<file path="src/rtl/vdp_dot_timing_if.sv">
// Raster timing bundle: frame-format register inputs in, dot/line timing out.
interface vdp_dot_timing_if;
  logic       REG_R9_PAL_MODE;
  logic       REG_R9_LN;
  logic [1:0] DOTSTATE;
  logic [2:0] EIGHTDOTSTATE;
  logic [8:0] DOTCOUNTERX;
  logic [8:0] DOTCOUNTERYP;
  logic       BWINDOW_X;
  logic       BWINDOW_Y;
  logic       LINE_END;
  logic       FRAME_END;
  logic       VINT_PULSE;
  logic       FIELD;

  modport master (
    input  REG_R9_PAL_MODE, REG_R9_LN,
    output DOTSTATE, EIGHTDOTSTATE, DOTCOUNTERX, DOTCOUNTERYP,
           BWINDOW_X, BWINDOW_Y, LINE_END, FRAME_END, VINT_PULSE, FIELD
  );

  modport slave (
    output REG_R9_PAL_MODE, REG_R9_LN,
    input  DOTSTATE, EIGHTDOTSTATE, DOTCOUNTERX, DOTCOUNTERYP,
           BWINDOW_X, BWINDOW_Y, LINE_END, FRAME_END, VINT_PULSE, FIELD
  );
endinterface

</file>
<file path="src/rtl/vdp_dot_timing.sv">
// VDP raster timing: four-phase dot strobe, X/Y dot counters, display windows
// and line/frame/vertical-interrupt pulses. All outputs come straight from flops.
module vdp_dot_timing #(
  parameter logic [8:0] H_FIRST   = 9'h1F8,
  parameter logic [8:0] H_LAST    = 9'd341,
  parameter logic [8:0] V_FIRST   = 9'h1F8,
  parameter logic [8:0] V_LAST_60 = 9'd264,
  parameter logic [8:0] V_LAST_50 = 9'd314
) (
  input  logic             CLK21M,
  input  logic             RESET_N,
  vdp_dot_timing_if.master tmg
);

  typedef enum logic [1:0] {
    DS_00 = 2'b00,
    DS_01 = 2'b01,
    DS_11 = 2'b11,
    DS_10 = 2'b10
  } dot_state_t;

  dot_state_t ds, ds_next;
  logic [8:0] x, x_next, y, y_next;
  logic [8:0] v_last, vint_line, y_win_end;
  logic [2:0] eds;
  logic       pal_q, ln_q, ln_next, init_q, shadow_load;
  logic       line_end_now, line_end_next, y_wrap;
  logic       bwx_q, bwy_q, line_end_q, frame_end_q, vint_q, field_q;

  always_ff @(posedge CLK21M or negedge RESET_N) begin
    if (!RESET_N) ds <= DS_10;
    else          ds <= ds_next;
  end

  always_comb begin
    ds_next = ds;
    case (ds)
      DS_10:   ds_next = DS_00;
      DS_00:   ds_next = DS_01;
      DS_01:   ds_next = DS_11;
      default: ds_next = DS_10;
    endcase
  end

  always_comb begin
    x_next = x;
    if (ds == DS_11) x_next = (x == H_LAST) ? H_FIRST : x + 9'd1;

    v_last       = pal_q ? V_LAST_50 : V_LAST_60;
    vint_line    = ln_q ? 9'd211 : 9'd191;
    line_end_now = (ds == DS_10) && (x == H_LAST);
    y_wrap       = line_end_now && (y == v_last);

    y_next = y;
    if (line_end_now) y_next = y_wrap ? V_FIRST : y + 9'd1;

    // shadows follow the inputs on the first clock out of reset and at each wrap
    shadow_load = init_q || y_wrap;
    ln_next     = shadow_load ? tmg.REG_R9_LN : ln_q;
    y_win_end   = ln_next ? 9'd212 : 9'd192;

    // pulses are registered from next state so they land in the cycle the
    // line-end condition itself holds
    line_end_next = (ds == DS_11) && (x_next == H_LAST);
  end

  always_ff @(posedge CLK21M or negedge RESET_N) begin
    if (!RESET_N) begin
      x           <= H_FIRST;
      y           <= V_FIRST;
      eds         <= '0;
      pal_q       <= 1'b0;
      ln_q        <= 1'b0;
      init_q      <= 1'b1;
      bwx_q       <= 1'b0;
      bwy_q       <= 1'b0;
      line_end_q  <= 1'b0;
      frame_end_q <= 1'b0;
      vint_q      <= 1'b0;
      field_q     <= 1'b0;
    end else begin
      x      <= x_next;
      y      <= y_next;
      init_q <= 1'b0;
      if (ds == DS_10) eds <= x[2:0];
      if (shadow_load) begin
        pal_q <= tmg.REG_R9_PAL_MODE;
        ln_q  <= tmg.REG_R9_LN;
      end
      bwx_q       <= (x_next < 9'd256);
      bwy_q       <= (y_next < y_win_end);
      line_end_q  <= line_end_next;
      frame_end_q <= line_end_next && (y == v_last);
      vint_q      <= line_end_next && (y == vint_line);
      if (y_wrap) field_q <= ~field_q;
    end
  end

  assign tmg.DOTSTATE      = ds;
  assign tmg.EIGHTDOTSTATE = eds;
  assign tmg.DOTCOUNTERX   = x;
  assign tmg.DOTCOUNTERYP  = y;
  assign tmg.BWINDOW_X     = bwx_q;
  assign tmg.BWINDOW_Y     = bwy_q;
  assign tmg.LINE_END      = line_end_q;
  assign tmg.FRAME_END     = frame_end_q;
  assign tmg.VINT_PULSE    = vint_q;
  assign tmg.FIELD         = field_q;

endmodule

</file>
<file path="src/flat_wrapper.sv">
// flat-port wrapper written by rule: the top's interface ports become plain ports
module vdp_dot_timing_flat 
#(
  parameter logic [8:0] H_FIRST   = 9'h1F8,
  parameter logic [8:0] H_LAST    = 9'd341,
  parameter logic [8:0] V_FIRST   = 9'h1F8,
  parameter logic [8:0] V_LAST_60 = 9'd264,
  parameter logic [8:0] V_LAST_50 = 9'd314
)
  (CLK21M, RESET_N, tmg_REG_R9_PAL_MODE, tmg_REG_R9_LN, tmg_DOTSTATE, tmg_EIGHTDOTSTATE, tmg_DOTCOUNTERX, tmg_DOTCOUNTERYP, tmg_BWINDOW_X, tmg_BWINDOW_Y, tmg_LINE_END, tmg_FRAME_END, tmg_VINT_PULSE, tmg_FIELD);
  vdp_dot_timing_if tmg_i ();
  input  logic CLK21M;
  input  logic RESET_N;
  input wire logic [$bits(tmg_i.REG_R9_PAL_MODE)-1:0] tmg_REG_R9_PAL_MODE;
  input wire logic [$bits(tmg_i.REG_R9_LN)-1:0] tmg_REG_R9_LN;
  output wire logic [$bits(tmg_i.DOTSTATE)-1:0] tmg_DOTSTATE;
  output wire logic [$bits(tmg_i.EIGHTDOTSTATE)-1:0] tmg_EIGHTDOTSTATE;
  output wire logic [$bits(tmg_i.DOTCOUNTERX)-1:0] tmg_DOTCOUNTERX;
  output wire logic [$bits(tmg_i.DOTCOUNTERYP)-1:0] tmg_DOTCOUNTERYP;
  output wire logic [$bits(tmg_i.BWINDOW_X)-1:0] tmg_BWINDOW_X;
  output wire logic [$bits(tmg_i.BWINDOW_Y)-1:0] tmg_BWINDOW_Y;
  output wire logic [$bits(tmg_i.LINE_END)-1:0] tmg_LINE_END;
  output wire logic [$bits(tmg_i.FRAME_END)-1:0] tmg_FRAME_END;
  output wire logic [$bits(tmg_i.VINT_PULSE)-1:0] tmg_VINT_PULSE;
  output wire logic [$bits(tmg_i.FIELD)-1:0] tmg_FIELD;
  assign tmg_i.REG_R9_PAL_MODE = tmg_REG_R9_PAL_MODE;
  assign tmg_i.REG_R9_LN = tmg_REG_R9_LN;
  assign tmg_DOTSTATE = tmg_i.DOTSTATE;
  assign tmg_EIGHTDOTSTATE = tmg_i.EIGHTDOTSTATE;
  assign tmg_DOTCOUNTERX = tmg_i.DOTCOUNTERX;
  assign tmg_DOTCOUNTERYP = tmg_i.DOTCOUNTERYP;
  assign tmg_BWINDOW_X = tmg_i.BWINDOW_X;
  assign tmg_BWINDOW_Y = tmg_i.BWINDOW_Y;
  assign tmg_LINE_END = tmg_i.LINE_END;
  assign tmg_FRAME_END = tmg_i.FRAME_END;
  assign tmg_VINT_PULSE = tmg_i.VINT_PULSE;
  assign tmg_FIELD = tmg_i.FIELD;
  vdp_dot_timing #(.H_FIRST(H_FIRST), .H_LAST(H_LAST), .V_FIRST(V_FIRST), .V_LAST_60(V_LAST_60), .V_LAST_50(V_LAST_50)) u_core (.CLK21M(CLK21M), .RESET_N(RESET_N), .tmg(tmg_i));
endmodule
</file>
<file path="config.mk">
export PLATFORM = sky130hd
export DESIGN_NAME = vdp_dot_timing_flat
export DESIGN_NICKNAME = d
export VERILOG_FILES = /design/src/rtl/vdp_dot_timing_if.sv /design/src/rtl/vdp_dot_timing.sv /design/src/flat_wrapper.sv
export SDC_FILE = /design/constraint.sdc
export NUM_CORES = 1
export LEC_CHECK = 0
export ABC_AREA = 1
export CORE_UTILIZATION = 45
export CTS_BUF_LIST = sky130_fd_sc_hd__clkbuf_8 sky130_fd_sc_hd__clkbuf_16
export DETAILED_ROUTE_END_ITERATION = 8
export PLACE_DENSITY = 0.74
export SYNTH_ARGS = -nofsm -noshare
export SYNTH_HDL_FRONTEND = slang
export SYNTH_SLANG_ARGS = --single-unit
</file>
<file path="constraint.sdc">
create_clock -name CLK21M -period 2.15 [get_ports CLK21M]
set_input_delay 0.43 -clock CLK21M [delete_from_list [all_inputs] [get_ports CLK21M]]
set_output_delay 0.43 -clock CLK21M [all_outputs]
set_load 0.01 [all_outputs]
</file>
==> qor.yml, run 1 <==
yosys:
  ys_warn_count: 0
  ys_seq_area_frac: 0.461
  syn_nets: 228
  synth_area_mm2: 0.00177
  syn_inst: 221
  syn_area_per_cell_um2: 8.03
  ys_types: 28
  synth_seq_cells: 32
setup_path:
  critPathMaxFanout: 5
  r2r_end: "u_core.tmg.BWINDOW_Y$_DFF_PN0_"
  rrSetupSlack_ns: 0.24
  critPathBufInv: 1
  crit_arrival_ns: 2.07
  worstPathCellList: "inv_1 > ha_1 > nand2_1 > nor2_4 > nand3_1 > nor2_1 > nand4_1 > xnor2_1 > a21oi_2"
  reg2reg_depth: 9
  critical-path-max-stage-delay_ns: 0.42
  worstSetupEndpointType: "flip-flop"
  critical-path-top-delay-family: "simple AND/OR/NAND/NOR gates"
  cp-start-kind: "flip-flop"
  crit_required_ns: 2.31
  critPathKind: "flip-flop to flip-flop"
  cpMaxStageDelayCell: "dfrtp_1"
  rr_startpoint: "u_core.tmg.DOTCOUNTERX[1]$_DFF_PN0_"
die:
  dieHeight_um: 64.8
  die-area_mm2: 0.00420
  ios: 33
  start_util: 0.477
  die_w_um: 64.8
  coreArea_mm2: 0.00372
  num_rows: 22
route:
  dr_total_vias: 1541
  drc_errors: 0
  drtPass1Iterations: 4
  viasPerCell: 4.99
  wl_per_cell_um: 11.9
  antenna_left: 0
  dr.first_iter.drc_count: 139
  wirelength_mm: 3.68
clocking:
  cts-resized-gates: 0
  cts-buffers-inserted: 5
  ctsHtreeMaxLevel: 2
  clk_pin_slew_ns: 0.07
  cts_tree: "done"
  clock_latency_ns: 0.28
  clock_path_buffers: 2
  cts_root_buf: "clkbuf_8"
  cts.sinks: 32
  hold_buffers: 0
  post-cts-setup-buffer-count: 0
sta:
  fin_skew_ns: 0.00696
  rsz0062_at_grt: "no"
  slew_violations: 0
  period_share: 0.887
  tns_ns: 0
  period_needed_ns: 1.91
  hold_viol: 0
  fmax_mhz: 524
  setup_viol: 0
hold_path:
  whs_path_depth: 0
  hold_start: "u_core.tmg.DOTSTATE[0]$_DFF_PN0_"
  hold_end: "u_core.tmg.DOTSTATE[1]$_DFF_PN1_"
  hold_path_class: "flip-flop to flip-flop"
pwr:
  peakVddDrop_uv: 469
  leakage_nw: 1.06
  p_total_mw: 1.14
  power.density_mw_per_mm2: 507
layout:
  final_cells: 309
  num_antenna_cells: 0
  nNetsFinal: 267
  syn_to_final_growth_pct: 27.3
  drive_gt1_frac: 0.188
placed_design:
  dp_hpwl_mm: 2.76
  port_buffers: 32
  routabilityCongestion: 0.879
  dp.cells: 301
global_routing:
  antenna_found_initial: 0
  overflow: 0
  grt_first_pass_wirelength_mm: 6.40
  grt_max_degree: 33
  grt_pass1_vias: 1375
  track_usage: 0.202
outcome:
  status: "finished clean"
flow_run:
  maxCapViolCount: 0
## synth_stat cells
master	n	area, um^2
o21ai_0	9	45.0
nand3b_1	1	7.51
dfstp_2	14	368
o21ai_1	2	10.0
nor2_1	22	82.6
nand3_2	3	30.0
nand2_4	1	11.3
nand3_4	1	17.5
nor2_2	4	25.0
o31ai_1	1	7.51
a21boi_0	1	7.51
xor2_1	5	43.8
xnor2_1	2	17.5
dfrtp_1	18	450
nor3_1	4	20.0
inv_1	32	120
a21oi_2	2	17.5
nand2_1	50	188
nand2_2	6	37.5
nor2_8	1	20.0
ha_1	3	37.5
a21oi_1	2	10.0
nor2_4	3	33.8
nand3_1	21	105
conb_1	1	3.75
clkbuf_1	1	3.75
inv_2	6	22.5
nand4_1	5	31.3
## sequential cells by signal, indices dropped and copies added, names as in the netlist
name,flops
u_core.tmg.DOTCOUNTERX,9
u_core.tmg.DOTCOUNTERYP,9
u_core.tmg.EIGHTDOTSTATE,3
u_core.tmg.DOTSTATE,2
u_core.init_q,1
u_core.ln_q,1
u_core.pal_q,1
u_core.tmg.BWINDOW_X,1
u_core.tmg.BWINDOW_Y,1
u_core.tmg.FIELD,1
u_core.tmg.FRAME_END,1
u_core.tmg.LINE_END,1
u_core.tmg.VINT_PULSE,1
## per-layer routing
layer	routed length (um)	GRT usage
met1	1820	0.301
met2	1540	0.275
met3	226	0.0423
met4	91	0.0917
met5	0	0
## report_power, final
group          total, mW  switching [mW]  internal (mW)
combinational     0.0363          0.0228         0.0135
sequential         0.614         0.00505          0.609
clock              0.494           0.207          0.287
## logic make-up after synthesis
| group | Yosys count | share of synthesized area |
|---|---|---|
| AOI/OAI and AO/OA | 17 | 0.0550 |
| xor gates and xnor gates | 7 | 0.0346 |
| adders and majority gates | 3 | 0.0212 |
| buffers and inverters | 39 | 0.0825 |
| DFF | 32 | 0.461 |
| other | 1 | 0.00211 |
| and+or+nand+nor | 122 | 0.343 |
## worst register-to-register path, cell delays in order (launching register included)
cell	delay, ns
dfrtp_1	0.42
inv_1	0.11
ha_1	0.15
nand2_1	0.09
nor2_4	0.14
nand3_1	0.16
nor2_1	0.22
nand4_1	0.17
xnor2_1	0.29
a21oi_2	0.04
## worst max-delay path by stage
stage,start,end,slack [ns],cells past startpoint
floorplan,u_core.tmg.DOTCOUNTERX[1]$_DFF_PN0_,u_core.tmg.BWINDOW_Y$_DFF_PN0_,0.50,9
global placement,u_core.tmg.DOTCOUNTERX[1]$_DFF_PN0_,u_core.tmg.BWINDOW_Y$_DFF_PN0_,0.32,9
detailed placement,u_core.tmg.DOTCOUNTERX[1]$_DFF_PN0_,u_core.tmg.BWINDOW_Y$_DFF_PN0_,0.27,9
CTS,u_core.tmg.DOTCOUNTERX[1]$_DFF_PN0_,u_core.tmg.BWINDOW_Y$_DFF_PN0_,0.22,9
global route,u_core.tmg.DOTCOUNTERX[1]$_DFF_PN0_,u_core.tmg.VINT_PULSE$_DFF_PN0_,0.02,13
finish,u_core.tmg.DOTCOUNTERX[1]$_DFF_PN0_,u_core.tmg.BWINDOW_Y$_DFF_PN0_,0.24,9
## layout by cell type, fill, tap and decap left out, types with 3 or more instances in the layout
cell type | netlist | layout
nand2_1 | 50 | 50
inv_1 | 32 | 33
clkdlybuf4s50_1 | 0 | 32
nor2_1 | 22 | 22
nand3_1 | 21 | 21
dfrtp_1 | 18 | 18
dfstp_2 | 14 | 14
o21ai_0 | 9 | 9
clkbuf_8 | 0 | 7
inv_2 | 6 | 6
nand2_2 | 6 | 6
nand4_1 | 5 | 5
xor2_1 | 5 | 5
nor2_2 | 4 | 4
nor3_1 | 4 | 4
nor2_4 | 3 | 3
nand3_2 | 3 | 3
ha_1 | 3 | 3
## through the flow
step           instance area (um^2)  utilization  hold slack (ns)  worst slack [ns]
2_1_floorplan                  1770            -            0.134             0.501
3_3_place_gp                   2160        0.581            0.432             0.319
3_5_place_dp                   2160        0.581            0.430             0.269
4_1_cts                        2260        0.608            0.451             0.224
5_1_grt                        2260        0.608            0.471            0.0235
6_report                       2260        0.608            0.443             0.242
## final cells by class
type / count / area (um^2)
fill: 327 / 1460
sequential: 32 / 818
inverter: 38 / 143
tap: 48 / 60.1
multi-input combinational: 150 / 810
clock inverter: 1 / 3.75
timing repair buffer: 33 / 328
clock buffer: 7 / 96.3
(Power assumes the default switching activity.)
==> run 2: changes to the inputs <==
--- a/config.mk
+++ b/config.mk
@@ -6,10 +6,12 @@
 export NUM_CORES = 1
 export LEC_CHECK = 0
 export ABC_AREA = 1
+export CORE_ASPECT_RATIO = 2
 export CORE_UTILIZATION = 45
 export CTS_BUF_LIST = sky130_fd_sc_hd__clkbuf_8 sky130_fd_sc_hd__clkbuf_16
 export DETAILED_ROUTE_END_ITERATION = 8
 export PLACE_DENSITY = 0.74
+export REMOVE_ABC_BUFFERS = 1
 export SYNTH_ARGS = -nofsm -noshare
 export SYNTH_HDL_FRONTEND = slang
 export SYNTH_SLANG_ARGS = --single-unit
==> qor.yml, run 2 (synthesized netlist as in run 1, its figures left out) <==
setup_path:
  crit_arrival_ns: 1.44  # was 2.07 ns
  cp-start-kind: "flip-flop"  # unchanged
  critical-path-max-stage-delay_ns: 0.60  # was 0.42 ns
  worstSetupEndpointType: "primary output"  # was flip-flop
  critPathLaunch: "u_core.tmg.DOTCOUNTERYP[4]$_DFF_PN1_"  # was u_core.tmg.DOTCOUNTERX[1]$_DFF_PN0_
  critical-path-top-delay-family: "flip-flops"  # was simple AND/OR/NAND/NOR gates
  worstPathCellList: "clkdlybuf4s50_1"  # was inv_1 > ha_1 > nand2_1 > nor2_4 > nand3_1 > nor2_1 > nand4_1 > xnor2_1 > a21oi_2
  rr_startpoint: "u_core.tmg.DOTCOUNTERX[1]$_DFF_PN0_"  # unchanged
  reg2reg_depth: 13  # was 9
  rrSetupSlack_ns: 0.30  # was 0.24 ns
  crit_required_ns: 1.72  # was 2.31 ns
  r2r_end: "u_core.tmg.FRAME_END$_DFF_PN0_"  # was u_core.tmg.BWINDOW_Y$_DFF_PN0_
  cp_num_cells: 1  # was 9
  crit_end: "tmg_DOTCOUNTERYP[4]"  # was u_core.tmg.BWINDOW_Y$_DFF_PN0_
  critPathMaxFanout: 7  # was 5
  critPathKind: "flip-flop to primary output"  # was flip-flop to flip-flop
  cpMaxStageDelayCell: "dfstp_2"  # was dfrtp_1
  critPathBufInv: 1  # unchanged
global_routing:
  grt_first_pass_wirelength_mm: 7.00  # was 6.40 mm
  track_usage: 0.232  # was 0.202
  antenna_found_initial: 0  # unchanged
  grt_max_degree: 33  # unchanged
  overflow: 0  # unchanged
  grt_pass1_vias: 1578  # was 1,375
pwr:
  peakVddDrop_uv: 522  # was 469 uV
  combPwrFrac: 0.032  # about the same
  leakage_nw: 1.07  # was 1.06 nW
  p_switching_mw: 0.241  # was 0.235 mW
  power.density_mw_per_mm2: 508  # was 507 mW/mm^2
  switching_share: 0.210  # was 0.206
  pwr-share-clk: 0.434  # was 0.432
  seq_power_share: 0.533  # was 0.536
  cell_internal_pwr_mw: 0.909  # about the same
sta:
  tns_ns: 0  # unchanged
  period_share: 0.869  # was 0.887
  rsz0062_at_grt: "no"  # unchanged
  fin_ws_ns: 0.282  # was 0.242 ns
  fin_hold_ws_ns: 0.444  # was 0.443 ns
  period_needed_ns: 1.87  # was 1.91 ns
  setup_viol: 0  # unchanged
  fin_skew_ns: 0.00791  # was 0.00696 ns
  slew_violations: 0  # unchanged
  hold_viol: 0  # unchanged
  fmax_mhz: 535  # was 524 MHz
die:
  die_w_um: 46.4  # was 64.8 um
  coreArea_mm2: 0.00380  # was 0.00372 mm^2
  num_rows: 32  # was 22
  start_util: 0.466  # was 0.477
  dieHeight_um: 90.8  # was 64.8 um
  ios: 33  # unchanged
  die-area_mm2: 0.00421  # was 0.00420 mm^2
placed_design:
  place_worst_setup_slack_ns: 0.228  # was 0.269 ns
  dp_hpwl_mm: 3.25  # was 2.76 mm
  routabilityCongestion: 0.998  # was 0.879
  port_buffers: 32  # unchanged
route:
  drtPass1Iterations: 4  # unchanged
  antenna_left: 0  # unchanged
  drc_errors: 0  # unchanged
  wl_per_cell_um: 13.1  # was 11.9 um
  dr_total_vias: 1544  # was 1,541
  viasPerCell: 4.95  # was 4.99
  dr.first_iter.drc_count: 16  # was 139
  wirelength_mm: 4.10  # was 3.68 mm
clocking:
  cts-buffers-inserted: 5  # unchanged
  cts_tree: "done"  # unchanged
  cts.sinks: 32  # unchanged
  clk_pin_slew_ns: 0.07  # about the same
  ctsHtreeMaxLevel: 2  # unchanged
  post-cts-setup-buffer-count: 0  # unchanged
  clock_latency_ns: 0.28  # about the same
  cts_root_buf: "clkbuf_8"  # unchanged
  clock_path_buffers: 2  # unchanged
outcome:
  status: "finished clean"  # unchanged
layout:
  nNetsFinal: 267  # unchanged
  syn_to_final_growth_pct: 27.6  # was 27.3%
  drive_gt1_frac: 0.192  # was 0.188
  layout_commonest_cell: "nand2_1"  # unchanged
  final_cell_mix: "nand2_1, inv_1, clkdlybuf4s50_1"  # unchanged
  num_antenna_cells: 0  # unchanged
hold_path:
  hold_path_class: "flip-flop to flip-flop"  # unchanged
flow_run:
  maxCapViolCount: 0  # unchanged
## run 2: worst min-delay path by stage
stage / startpoint / end / slack [ns] / depth (start not counted)
final: u_core.tmg.DOTSTATE[0]$_DFF_PN0_ / u_core.tmg.DOTSTATE[1]$_DFF_PN1_ / 0.44 / 0
after global routing: u_core.tmg.DOTSTATE[0]$_DFF_PN0_ / u_core.tmg.DOTSTATE[1]$_DFF_PN1_ / 0.47 / 0
after CTS: u_core.tmg.DOTSTATE[0]$_DFF_PN0_ / u_core.tmg.DOTSTATE[1]$_DFF_PN1_ / 0.45 / 0
after detailed placement: u_core.tmg.DOTSTATE[0]$_DFF_PN0_ / u_core.tmg.DOTSTATE[1]$_DFF_PN1_ / 0.44 / 0
after global placement: u_core.tmg.DOTSTATE[0]$_DFF_PN0_ / u_core.tmg.DOTSTATE[1]$_DFF_PN1_ / 0.43 / 0
after floorplan: RESET_N / u_core.ln_q$_DFF_PN0_ / 0.13 / 0
## run 2: what timing repair did
action / CTS / global route
hold buffers: 0 / 0
endpoints found under the setup margin: 0 / 1
gates resized for setup: 0 / 1
## run 2: through the flow
stage	power, mW	area (um^2)	instances	utilization
final	1.15	2260	312	0.595
after global routing	1.20	2260	312	0.595
after CTS	1.17	2260	312	0.595
after detailed placement	0.661	2160	304	0.568
after global placement	0.661	2160	304	0.568
after floorplan	0.638	1770	220	-
## run 2: metal layers
layer  share of wire  vias up  GRT usage  wire (um)
met5               0        -          0          0
met4           0.043        0      0.154        176
met3           0.036       16     0.0440        149
met2            0.59       51      0.403       2410
met1            0.33      712      0.223       1360
li1                -      765          -          -
## run 2: worst register-to-register path, cell delays in order, from the launching register on
cell	delay, ns
dfrtp_1	0.41
inv_1	0.09
ha_1	0.18
nand2_1	0.12
inv_1	0.05
nand2_1	0.07
nor2_2	0.05
nand2_2	0.11
nand3_1	0.15
nor2_1	0.12
nand3_1	0.09
nor2_1	0.10
nand3b_1	0.13
nor2_1	0.11
## run 2: cell type report
type,count,area (um^2)
clock buffer,7,96.3
clock inverter,1,3.75
fill,358,1540
inverter,38,143
multi-input combinational,150,812
sequential,32,818
tap,51,63.8
timing repair buffer,33,328
## run 2: power groups by stage
stage	clock network [mW]	logic [mW]	registers, mW
final	0.500	0.0371	0.614
after global routing	0.543	0.0429	0.614
after CTS	0.518	0.0384	0.613
after detailed placement	0	0.0380	0.623
after global placement	0	0.0376	0.624
after floorplan	0	0.0164	0.622
==> run 3: changes to the inputs <==
--- a/config.mk
+++ b/config.mk
@@ -6,11 +6,13 @@
 export NUM_CORES = 1
 export LEC_CHECK = 0
 export ABC_AREA = 1
+export CAP_MARGIN = 20
 export CORE_ASPECT_RATIO = 2
 export CORE_UTILIZATION = 45
 export CTS_BUF_LIST = sky130_fd_sc_hd__clkbuf_8 sky130_fd_sc_hd__clkbuf_16
 export DETAILED_ROUTE_END_ITERATION = 8
 export PLACE_DENSITY = 0.74
+export RECOVER_POWER = 100
 export REMOVE_ABC_BUFFERS = 1
 export SYNTH_ARGS = -nofsm -noshare
 export SYNTH_HDL_FRONTEND = slang
==> qor.yml, run 3 (synthesized netlist as in run 1, its figures left out) <==
hold_path:
  hold_path_class: "flip-flop to flip-flop"  # unchanged
  whs_path_depth: 0  # unchanged
  hold_end: "u_core.tmg.DOTSTATE[1]$_DFF_PN1_"  # unchanged
  hold_start: "u_core.tmg.DOTSTATE[0]$_DFF_PN0_"  # unchanged
setup_path:
  cp-start-kind: "flip-flop"  # unchanged
  r2r_end: "u_core.tmg.BWINDOW_Y$_DFF_PN0_"  # was u_core.tmg.FRAME_END$_DFF_PN0_
  crit_required_ns: 1.72  # about the same
  critPathBufInv: 1  # unchanged
  critical-path-top-delay-family: "flip-flops"  # unchanged
  critical-path-max-stage-delay_ns: 0.66  # was 0.60 ns
  critPathKind: "flip-flop to primary output"  # unchanged
  cpMaxStageDelayCell: "dfstp_1"  # was dfstp_2
  rr_startpoint: "u_core.tmg.DOTSTATE[1]$_DFF_PN1_"  # was u_core.tmg.DOTCOUNTERX[1]$_DFF_PN0_
  critPathMaxFanout: 7  # unchanged
  worstSetupEndpointType: "primary output"  # unchanged
  worstPathCellList: "clkdlybuf4s50_1"  # unchanged
  crit_arrival_ns: 1.52  # was 1.44 ns
  rrSetupSlack_ns: 0.26  # was 0.30 ns
  reg2reg_depth: 10  # was 13
pwr:
  p_total_mw: 1.15  # about the same
  power.density_mw_per_mm2: 510  # was 508 mW/mm^2
  leakage_nw: 1.13  # was 1.07 nW
  peakVddDrop_uv: 519  # was 522 uV
sta:
  relSlewSlack: 0.487
  fmax_mhz: 513  # was 535 MHz
  tightestPinTransition_ns: 0.770
  tns_ns: 0  # unchanged
  setup_viol: 0  # unchanged
  hold_viol: 0  # unchanged
  period_needed_ns: 1.95  # was 1.87 ns
  slew_violations: 0  # unchanged
  period_share: 0.907  # was 0.869
  rsz0062_at_grt: "no"  # unchanged
  fin_skew_ns: 0.00813  # was 0.00791 ns
global_routing:
  overflow: 0  # unchanged
  grt_first_pass_wirelength_mm: 7.00  # unchanged
  grt_max_degree: 33  # unchanged
  antenna_found_initial: 0  # unchanged
  track_usage: 0.232  # unchanged
  grt_pass1_vias: 1578  # unchanged
clocking:
  clock_latency_ns: 0.28  # about the same
  hold_buffers: 0  # unchanged
  cts_tree: "done"  # unchanged
  clk_pin_slew_ns: 0.07  # about the same
  cts_root_buf: "clkbuf_8"  # unchanged
  cts-buffers-inserted: 5  # unchanged
  ctsHtreeMaxLevel: 2  # unchanged
  cts.sinks: 32  # unchanged
  clock_path_buffers: 2  # unchanged
placed_design:
  placed_cell_area_mm2: 0.00216  # unchanged
  dp_hpwl_mm: 3.25  # unchanged
  routabilityCongestion: 0.998  # unchanged
  port_buffers: 32  # unchanged
  dp.cells: 304  # unchanged
route:
  drc_errors: 0  # unchanged
  dr_total_vias: 1544  # unchanged
  dr.first_iter.drc_count: 25  # was 16
  antenna_left: 0  # unchanged
  wirelength_mm: 4.07  # was 4.10 mm
  wl_per_cell_um: 13.0  # was 13.1 um
  viasPerCell: 4.95  # unchanged
  drtPass1Iterations: 5  # was 4
layout:
  nNetsFinal: 267  # unchanged
  num_antenna_cells: 0  # unchanged
  layout_commonest_cell: "nand2_1"  # unchanged
  syn_to_final_growth_pct: 26.9  # was 27.6%
  final_area_mm2: 0.00225  # was 0.00226 mm^2
  final_cell_mix: "nand2_1, inv_1, dlygate4sd3_1"  # was nand2_1, inv_1, clkdlybuf4s50_1
  drive_gt1_frac: 0.169  # was 0.192
  final_cells: 312  # unchanged
die:
  start_util: 0.466  # unchanged
  coreArea_mm2: 0.00380  # unchanged
  num_rows: 32  # unchanged
  die-area_mm2: 0.00421  # unchanged
  ios: 33  # unchanged
  dieHeight_um: 90.8  # unchanged
  die_w_um: 46.4  # unchanged
flow_run:
  maxCapViolCount: 0  # unchanged
outcome:
  status: "finished clean"  # unchanged
-- run 3: worst max path at each step --
stage | cells past startpoint | from | end | slack (ns)
finish | 1 | u_core.tmg.DOTCOUNTERYP[4]$_DFF_PN1_ | tmg_DOTCOUNTERYP[4] | 0.20
global route | 10 | u_core.tmg.DOTSTATE[1]$_DFF_PN1_ | u_core.tmg.BWINDOW_Y$_DFF_PN0_ | 0.06
CTS | 13 | u_core.tmg.DOTCOUNTERX[1]$_DFF_PN0_ | u_core.tmg.FRAME_END$_DFF_PN0_ | 0.19
detailed placement | 13 | u_core.tmg.DOTCOUNTERX[1]$_DFF_PN0_ | u_core.tmg.FRAME_END$_DFF_PN0_ | 0.23
global placement | 13 | u_core.tmg.DOTCOUNTERX[1]$_DFF_PN0_ | u_core.tmg.FRAME_END$_DFF_PN0_ | 0.28
floorplan | 9 | u_core.tmg.DOTCOUNTERX[1]$_DFF_PN0_ | u_core.tmg.BWINDOW_Y$_DFF_PN0_ | 0.50
-- run 3: metrics by stage --
step	util	worst slack (ns)	hold slack (ns)
floorplan	-	0.501	0.134
global placement	0.568	0.275	0.432
detailed placement	0.568	0.228	0.439
CTS	0.595	0.193	0.449
global route	0.592	0.0571	0.465
finish	0.592	0.199	0.437
-- run 3: power by group --
group / switching (mW) / internal (mW)
registers: 0.00522 / 0.608
logic: 0.0236 / 0.0125
clock network: 0.212 / 0.287
-- run 3: per-layer routing --
layer / track usage / share of wire / vias to the layer above
met1: 0.223 / 0.32 / 713
met3: 0.0440 / 0.037 / 16
li1: - / - / 767
met4: 0.154 / 0.045 / 0
met2: 0.403 / 0.60 / 48
met5: 0 / 0 / -
-- run 3: layout make-up --
type                            instances  area, um^2
Clock buffer                            7        96.3
Fill cell                             360        1550
Sequential cell                        32         818
Inverter                               38         143
Clock inverter                          1        3.75
Timing Repair Buffer                   33         325
Tap cell                               51        63.8
Multi-Input combinational cell        150         802
-- run 3: timing repair --
action,4_1_cts,5_1_grt
gates resized for setup,0,1
setup buffers,0,0
setup endpoints to repair,0,1
